==> config.mk <==
export PLATFORM = sky130hd
export DESIGN_NAME = paddle_renderer
export DESIGN_NICKNAME = d
export VERILOG_FILES = /design/src/rtl/paddle_pkg.sv /design/src/rtl/paddle_span.sv /design/src/rtl/paddle_renderer.sv
export SDC_FILE = /design/constraint.sdc
export NUM_CORES = 1
export LEC_CHECK = 0
export CORE_UTILIZATION = 55
export DETAILED_ROUTE_END_ITERATION = 8
export PLACE_DENSITY = 0.82
export SLEW_MARGIN = 10
export SYNTH_ARGS = -nofsm -noshare
export SYNTH_HDL_FRONTEND = slang
export SYNTH_HIERARCHICAL = 1
export SYNTH_SLANG_ARGS = --single-unit
==> constraint.sdc <==
create_clock -name clock -period 4.5 [get_ports clock]
set_input_delay 0.675 -clock clock [delete_from_list [all_inputs] [get_ports clock]]
set_output_delay 0.675 -clock clock [all_outputs]
set_load 0.02 [all_outputs]
==> src/rtl/paddle_pkg.sv <==
// Shared types and default constants for the paddle renderer.
package paddle_pkg;

    typedef enum logic [2:0] {
        ST_IDLE,
        ST_ERASE,
        ST_DRAW,
        ST_FULL,
        ST_DONE
    } state_e;

    localparam int unsigned DEFAULT_SCREEN_W = 120;
    localparam int unsigned DEFAULT_ROW      = 112;

    localparam int unsigned POS_W   = 9;
    localparam int unsigned X_W     = 8;
    localparam int unsigned Y_W     = 7;
    localparam int unsigned COLOR_W = 3;
    localparam int unsigned SPAN_W  = 10;

    localparam logic [COLOR_W-1:0] DEFAULT_FG_COLOR = 3'b001;
    localparam logic [COLOR_W-1:0] DEFAULT_BG_COLOR = 3'b000;

endpackage

==> src/rtl/paddle_span.sv <==
// Combinational clamp of a paddle centre position to its on-screen column span.
module paddle_span
    import paddle_pkg::*;
#(
    parameter int unsigned SCREEN_W = DEFAULT_SCREEN_W,
    parameter int unsigned PAD_W    = 7
) (
    input  logic [POS_W-1:0] i_position,
    output logic [X_W-1:0]   o_left,
    output logic [X_W-1:0]   o_right
);

    localparam int unsigned              HALF   = (PAD_W - 1) / 2;
    localparam logic signed [SPAN_W-1:0] HALF_S = SPAN_W'(HALF);
    localparam logic signed [SPAN_W-1:0] MAX_X  = SPAN_W'(SCREEN_W - 1);

    logic signed [SPAN_W-1:0] w_pos;
    logic signed [SPAN_W-1:0] w_left;
    logic signed [SPAN_W-1:0] w_right;

    // Signed arithmetic so a centre near column 0 goes negative instead of wrapping.
    always_comb begin
        w_pos = signed'(SPAN_W'(i_position));
        if (w_pos > MAX_X) begin
            w_pos = MAX_X;
        end
        w_left  = w_pos - HALF_S;
        w_right = w_pos + HALF_S;
        if (w_left[SPAN_W-1]) begin
            w_left = '0;
        end
        if (w_right > MAX_X) begin
            w_right = MAX_X;
        end
    end

    assign o_left  = X_W'(w_left);
    assign o_right = X_W'(w_right);

endmodule

==> src/rtl/paddle_renderer.sv <==
// Paddle drawing engine: streams single-pixel framebuffer writes for an
// incremental (erase stale columns, then draw) or full-band paddle redraw.
module paddle_renderer
    import paddle_pkg::*;
#(
    parameter int unsigned         SCREEN_W = DEFAULT_SCREEN_W,
    parameter int unsigned         PAD_W    = 7,
    parameter int unsigned         PAD_H    = 3,
    parameter int unsigned         ROW      = DEFAULT_ROW,
    parameter logic [COLOR_W-1:0]  FG_COLOR = DEFAULT_FG_COLOR,
    parameter logic [COLOR_W-1:0]  BG_COLOR = DEFAULT_BG_COLOR
) (
    input  logic               clock,
    input  logic               reset,
    input  logic               start,
    input  logic               full_redraw,
    input  logic [POS_W-1:0]   position,
    output logic               busy,
    output logic               done,
    output logic               plot,
    output logic [X_W-1:0]     x,
    output logic [Y_W-1:0]     y,
    output logic [COLOR_W-1:0] color
);

    localparam int unsigned          ROW_W    = (PAD_H > 1) ? $clog2(PAD_H) : 1;
    localparam logic [ROW_W-1:0]     LAST_ROW = ROW_W'(PAD_H - 1);
    localparam logic [X_W-1:0]       LAST_COL = X_W'(SCREEN_W - 1);
    localparam logic [Y_W-1:0]       ROW_Y    = Y_W'(ROW);

    state_e             r_state;
    logic [X_W-1:0]     r_col;
    logic [ROW_W-1:0]   r_row;
    logic [X_W-1:0]     r_new_left;
    logic [X_W-1:0]     r_new_right;
    logic [X_W-1:0]     r_old_left;
    logic [X_W-1:0]     r_old_right;
    logic               r_old_valid;
    logic               r_busy;
    logic               r_done;
    logic               r_plot;
    logic [X_W-1:0]     r_x;
    logic [Y_W-1:0]     r_y;
    logic [COLOR_W-1:0] r_color;

    state_e             w_state_n;
    logic [X_W-1:0]     w_col_n;
    logic [ROW_W-1:0]   w_row_n;
    logic [X_W-1:0]     w_span_left;
    logic [X_W-1:0]     w_span_right;
    logic [X_W-1:0]     w_left_use;
    logic [X_W-1:0]     w_right_use;
    logic               w_last_row;
    logic               w_cur_in;
    logic               w_nxt_in;
    logic               w_busy_n;
    logic               w_done_n;
    logic               w_plot_n;
    logic [X_W-1:0]     w_x_n;
    logic [Y_W-1:0]     w_y_n;
    logic [COLOR_W-1:0] w_color_n;

    paddle_span #(
        .SCREEN_W (SCREEN_W),
        .PAD_W    (PAD_W)
    ) u_span (
        .i_position (position),
        .o_left     (w_span_left),
        .o_right    (w_span_right)
    );

    // State, scan position and the registered pixel outputs.
    always_ff @(posedge clock or negedge reset) begin
        if (!reset) begin
            r_state     <= ST_IDLE;
            r_col       <= '0;
            r_row       <= '0;
            r_new_left  <= '0;
            r_new_right <= '0;
            r_old_left  <= '0;
            r_old_right <= '0;
            r_old_valid <= 1'b0;
            r_busy      <= 1'b0;
            r_done      <= 1'b0;
            r_plot      <= 1'b0;
            r_x         <= '0;
            r_y         <= '0;
            r_color     <= '0;
        end else begin
            r_state <= w_state_n;
            r_col   <= w_col_n;
            r_row   <= w_row_n;
            r_busy  <= w_busy_n;
            r_done  <= w_done_n;
            r_plot  <= w_plot_n;
            r_x     <= w_x_n;
            r_y     <= w_y_n;
            r_color <= w_color_n;
            if (r_state == ST_IDLE && start) begin
                r_new_left  <= w_span_left;
                r_new_right <= w_span_right;
            end
            if (r_state == ST_DONE) begin
                r_old_left  <= r_new_left;
                r_old_right <= r_new_right;
                r_old_valid <= 1'b1;
            end
        end
    end

    // Next scan position, then the pixel that position presents next cycle.
    always_comb begin
        w_state_n   = r_state;
        w_col_n     = r_col;
        w_row_n     = r_row;
        w_left_use  = (r_state == ST_IDLE) ? w_span_left  : r_new_left;
        w_right_use = (r_state == ST_IDLE) ? w_span_right : r_new_right;
        w_last_row  = (r_row == LAST_ROW);
        w_cur_in    = (r_col >= r_new_left) && (r_col <= r_new_right);
        w_busy_n    = 1'b0;
        w_done_n    = 1'b0;
        w_plot_n    = 1'b0;
        w_x_n       = '0;
        w_y_n       = '0;
        w_color_n   = '0;

        case (r_state)
            ST_IDLE: begin
                if (start) begin
                    w_row_n = '0;
                    if (full_redraw) begin
                        w_state_n = ST_FULL;
                        w_col_n   = '0;
                    end else if (r_old_valid) begin
                        w_state_n = ST_ERASE;
                        w_col_n   = r_old_left;
                    end else begin
                        w_state_n = ST_DRAW;
                        w_col_n   = w_span_left;
                    end
                end
            end
            ST_ERASE: begin
                // Columns the new paddle will cover cost one idle cycle, not PAD_H.
                if (w_cur_in || w_last_row) begin
                    w_row_n = '0;
                    if (r_col == r_old_right) begin
                        w_state_n = ST_DRAW;
                        w_col_n   = r_new_left;
                    end else begin
                        w_col_n = r_col + X_W'(1);
                    end
                end else begin
                    w_row_n = r_row + ROW_W'(1);
                end
            end
            ST_DRAW: begin
                if (w_last_row) begin
                    w_row_n = '0;
                    if (r_col == r_new_right) begin
                        w_state_n = ST_DONE;
                    end else begin
                        w_col_n = r_col + X_W'(1);
                    end
                end else begin
                    w_row_n = r_row + ROW_W'(1);
                end
            end
            ST_FULL: begin
                if (w_last_row) begin
                    w_row_n = '0;
                    if (r_col == LAST_COL) begin
                        w_state_n = ST_DONE;
                    end else begin
                        w_col_n = r_col + X_W'(1);
                    end
                end else begin
                    w_row_n = r_row + ROW_W'(1);
                end
            end
            ST_DONE: begin
                w_state_n = ST_IDLE;
            end
            default: begin
                w_state_n = ST_IDLE;
            end
        endcase

        w_nxt_in = (w_col_n >= w_left_use) && (w_col_n <= w_right_use);

        case (w_state_n)
            ST_ERASE: begin
                w_busy_n  = 1'b1;
                w_plot_n  = !w_nxt_in;
                w_x_n     = w_col_n;
                w_y_n     = ROW_Y + Y_W'(w_row_n);
                w_color_n = BG_COLOR;
            end
            ST_DRAW: begin
                w_busy_n  = 1'b1;
                w_plot_n  = 1'b1;
                w_x_n     = w_col_n;
                w_y_n     = ROW_Y + Y_W'(w_row_n);
                w_color_n = FG_COLOR;
            end
            ST_FULL: begin
                w_busy_n  = 1'b1;
                w_plot_n  = 1'b1;
                w_x_n     = w_col_n;
                w_y_n     = ROW_Y + Y_W'(w_row_n);
                w_color_n = w_nxt_in ? FG_COLOR : BG_COLOR;
            end
            ST_DONE: begin
                w_done_n = 1'b1;
            end
            default: begin
                w_busy_n = 1'b0;
            end
        endcase
    end

    assign busy  = r_busy;
    assign done  = r_done;
    assign plot  = r_plot;
    assign x     = r_x;
    assign y     = r_y;
    assign color = r_color;

endmodule

==> run_results.csv <==
group,metric,value,unit
power_and_ir_drop,clkPwrFrac,0.499,
synth,synth_edf_count,0,
floorplan,floorplan.rows,32,
power_and_ir_drop,seq_power_share,0.434,
job,drv_cap,0,
placement,gp_congestion,1.09,
clock_tree,cts-buffers-inserted,9,
timing,max_freq,236,MHz
clock_tree,cts_resized,0,
power_and_ir_drop,ir_drop,0.145,mV
global_routing,antenna_found_initial,0,
synth,synth_common_cells,"60 x dfrtp_1, 41 x nand2_1, 39 x ha_1",
detailed_routing,drcViolationCount,0,
global_routing,grt_pass1_wl,20.6,mm
synth,yosys.area.top_type,"dfrtp_1",
power_and_ir_drop,p_int,0.000970,W
power_and_ir_drop,power_frac_comb,0.067,
setup_path,r2r_slack,430,ps
clock_tree,clk_pin_slew,70,ps
detailed_routing,drt_first_pass_iters,5,
floorplan,ios,34,
floorplan,core_area,7770,um2
synth,synth.distinct_cells,62,
timing,worst_pin_slew,976,ps
clock_tree,cts_sinks,60,
finish,area_delta_synth_final,16.8,%
timing,rsz0062_at_grt,"no",
detailed_routing,wire_per_inst,19.8,um
clock_tree,cts_max_level,3,
setup_path,r2r_end,"color[0]",
synth,yosysWarnings,6,
timing,relSlewSlack,0.349,
detailed_routing,viasPerCell,6.36,
finish,drive_above_1_share,0.161,
synth,synth_top_area_share,0.337,
detailed_routing,routed_wl,12.6,mm
power_and_ir_drop,p_leak,2.47,nW
finish,ff_latch_area,1500,um2
setup_path,ff2ff_path_depth,14,
global_routing,grt_pass1_vias,4048,
timing,hold_viol,0,
synth,synth_cells,483,
timing,setup_violations,0,
detailed_routing,drt-initial-drc-count,379,
power_and_ir_drop,p_sw_frac,0.219,
clock_tree,clkLatencyLatePin,360,ps
power_and_ir_drop,power_density,239,nW/um2
floorplan,initial_core_util,0.573,
synth,synth_area_leaders,"dfrtp_1 34%, ha_1 11%, mux2i_1 5.6%, mux2_2 5.3%, nand2_1 3.5%",
worst_hold_path,hold_path_class,"in2async",
floorplan,dieArea,8450,um2
finish,nets,581,
power_and_ir_drop,p_sw,0.000271,W
timing,slew_viol_final,0,
setup_path,start_kind,"input pin",
clock_tree,cts_setup_buffers,0,
placement,hpwlAfterDp,9.36,mm
timing,fin_crit_sh,0.940,
placement,port_buffers,29,
timing,period_minus_slack,4230,ps
synth,synth_area_per_cell,9.21,um2
global_routing,grt_overflow_total,0,
synth,syn-cell-area,4450,um2
finish,diodes,0,
detailed_routing,ant_nets,0,
clock_tree,cts_buffer_depth,2,
setup_path,path_max_fanout,3,
synth,synth_seq_area_share,0.337,
floorplan,die_width,91.9,um
synth,ys_ff_latch,60,
detailed_routing,vias,4043,
clock_tree,cts_hold_buffers,0,
setup_path,criticalPathCategory,"in2reg",
synth,async_flop_share,1.00,
outcome,run_status,"completed",
setup_path,rr_startpoint,"r_col[5]",
finish,fill_cells,632,
synth,synthFlopType,"dfrtp_1",
setup_path,crit_required,4770,ps
synth,yosysMostFrequentCell,"dfrtp_1",
finish,multi_input_area,2690,um2
clock_tree,cts_tree,"done",
floorplan,die_h,91.9,um
clock_tree,clockRootBuffer,"clkbuf_8",
global_routing,track_usage,0.321,
global_routing,grt_max_degree,61,
timing,fin_setup_tns,0,ps
timing,fin_hold_ws,476,ps
timing,finClkSkew,12.0,ps
setup_path,end_kind,"register",
setup_path,arrival,4500,ps
## state kept, by name, indices dropped and copies added, names as in the netlist
name         flops
r_old_left       8
y                3
r_col            8
r_old_right      8
x                8
r_row            2
r_new_right      8
r_new_left       8
r_state          3
done             1
color            1
plot             1
r_old_valid      1
## power groups by stage
stage / clock network [W] / registers, W / logic [W]
floorplan: 0 / 0.000550 / 0.0000404
global placement: 0 / 0.000549 / 0.0000801
detailed placement: 0 / 0.000549 / 0.0000814
CTS: 0.000624 / 0.000539 / 0.0000822
global route: 0.000646 / 0.000539 / 0.0000905
finish: 0.000619 / 0.000539 / 0.0000828
## worst max-delay path, stage by stage
cell             delay (ps)
clkdlybuf4s50_1         420
nor2_1                  170
nand2_1                 110
nor2_1                  160
inv_1                   100
ha_1                    200
nor3_1                  200
xnor2_1                 150
a21oi_1                 130
mux2i_1                 160
o22ai_1                 100
a22o_1                  190
a21oi_1                 110
o22ai_1                  90
or2_2                   340
ha_1                    300
nand3_1                 100
o21bai_1                110
a21oi_1                  80
a211oi_1                230
o22ai_1                 150
a21boi_0                230
## worst max path at each step
stage                 from  endpoint  slack [ps]  depth (start not counted)
4_1_cts        position[8]  color[0]         340                         22
6_report       position[8]  color[0]         270                         22
5_1_grt        position[7]  color[0]          20                         22
2_1_floorplan  position[8]      plot         470                         21
3_3_place_gp   position[8]      plot          90                         19
3_5_place_dp   position[8]  color[0]           3                         22
## per-layer routing
metal,vias up,track usage,wire (um)
met4,0,0.190,684
met1,1948,0.393,4990
met5,-,0,0
li1,1809,-,-
met2,219,0.514,5870
met3,67,0.0755,1030
## cells by family after synthesis
family / share of synthesized area
other: 0.00169
AO/OA/AOI/OAI: 0.159
XOR/XNOR: 0.0472
adder cells (fa/ha/maj): 0.110
flip-flops: 0.337
multiplexers: 0.114
buffers and inverters: 0.0619
AND/OR/NAND/NOR: 0.169
## stage by stage
| stage | utilization | instances | worst slack, ps | power [W] | instance area, um2 |
|---|---|---|---|---|---|
| global route | 0.669 | 636 | 16.2 | 0.00128 | 5200 |
| global placement | 0.637 | 620 | 91.1 | 0.000629 | 4950 |
| CTS | 0.669 | 636 | 341 | 0.00125 | 5200 |
| floorplan | - | 487 | 467 | 0.000590 | 4460 |
| detailed placement | 0.637 | 620 | 3.25 | 0.000631 | 4950 |
| finish | 0.669 | 636 | 269 | 0.00124 | 5200 |
## layout make-up
| cell class | instances | share of cell area |
|---|---|---|
| inverters | 31 | 0.0224 |
| multi-input cells | 368 | 0.518 |
| repair buffers | 59 | 0.0982 |
| clock inverters | 4 | 0.0183 |
| flip-flops and latches | 60 | 0.289 |
| clock buffers | 12 | 0.0298 |
| well taps | 102 | 0.0245 |
## placed cells by master (no fill, tap or decap), types with 3 or more instances in the layout
cell type        instances
a211oi_1                 3
a21o_1                   5
a21oi_1                 24
a221o_1                  3
a22oi_1                  3
a31oi_1                  4
a41oi_1                  3
and2_1                   8
and3_1                   5
buf_4                   30
bufinv_16                3
clkbuf_8                11
clkdlybuf4s50_1         28
conb_1                   6
dfrtp_1                 60
ha_1                    39
inv_1                   29
mux2_2                  21
mux2i_1                 25
nand2_1                 41
nand2b_1                 6
nand3_1                 13
nand4_1                  6
nor2_1                  22
nor2b_1                  7
nor3_1                   7
nor4_1                   4
o211ai_1                 5
o21ai_0                 29
o22ai_1                 12
or2_2                    6
xnor2_1                 15
xor2_1                   9
Note: power is estimated with default switching activity, not from simulation.
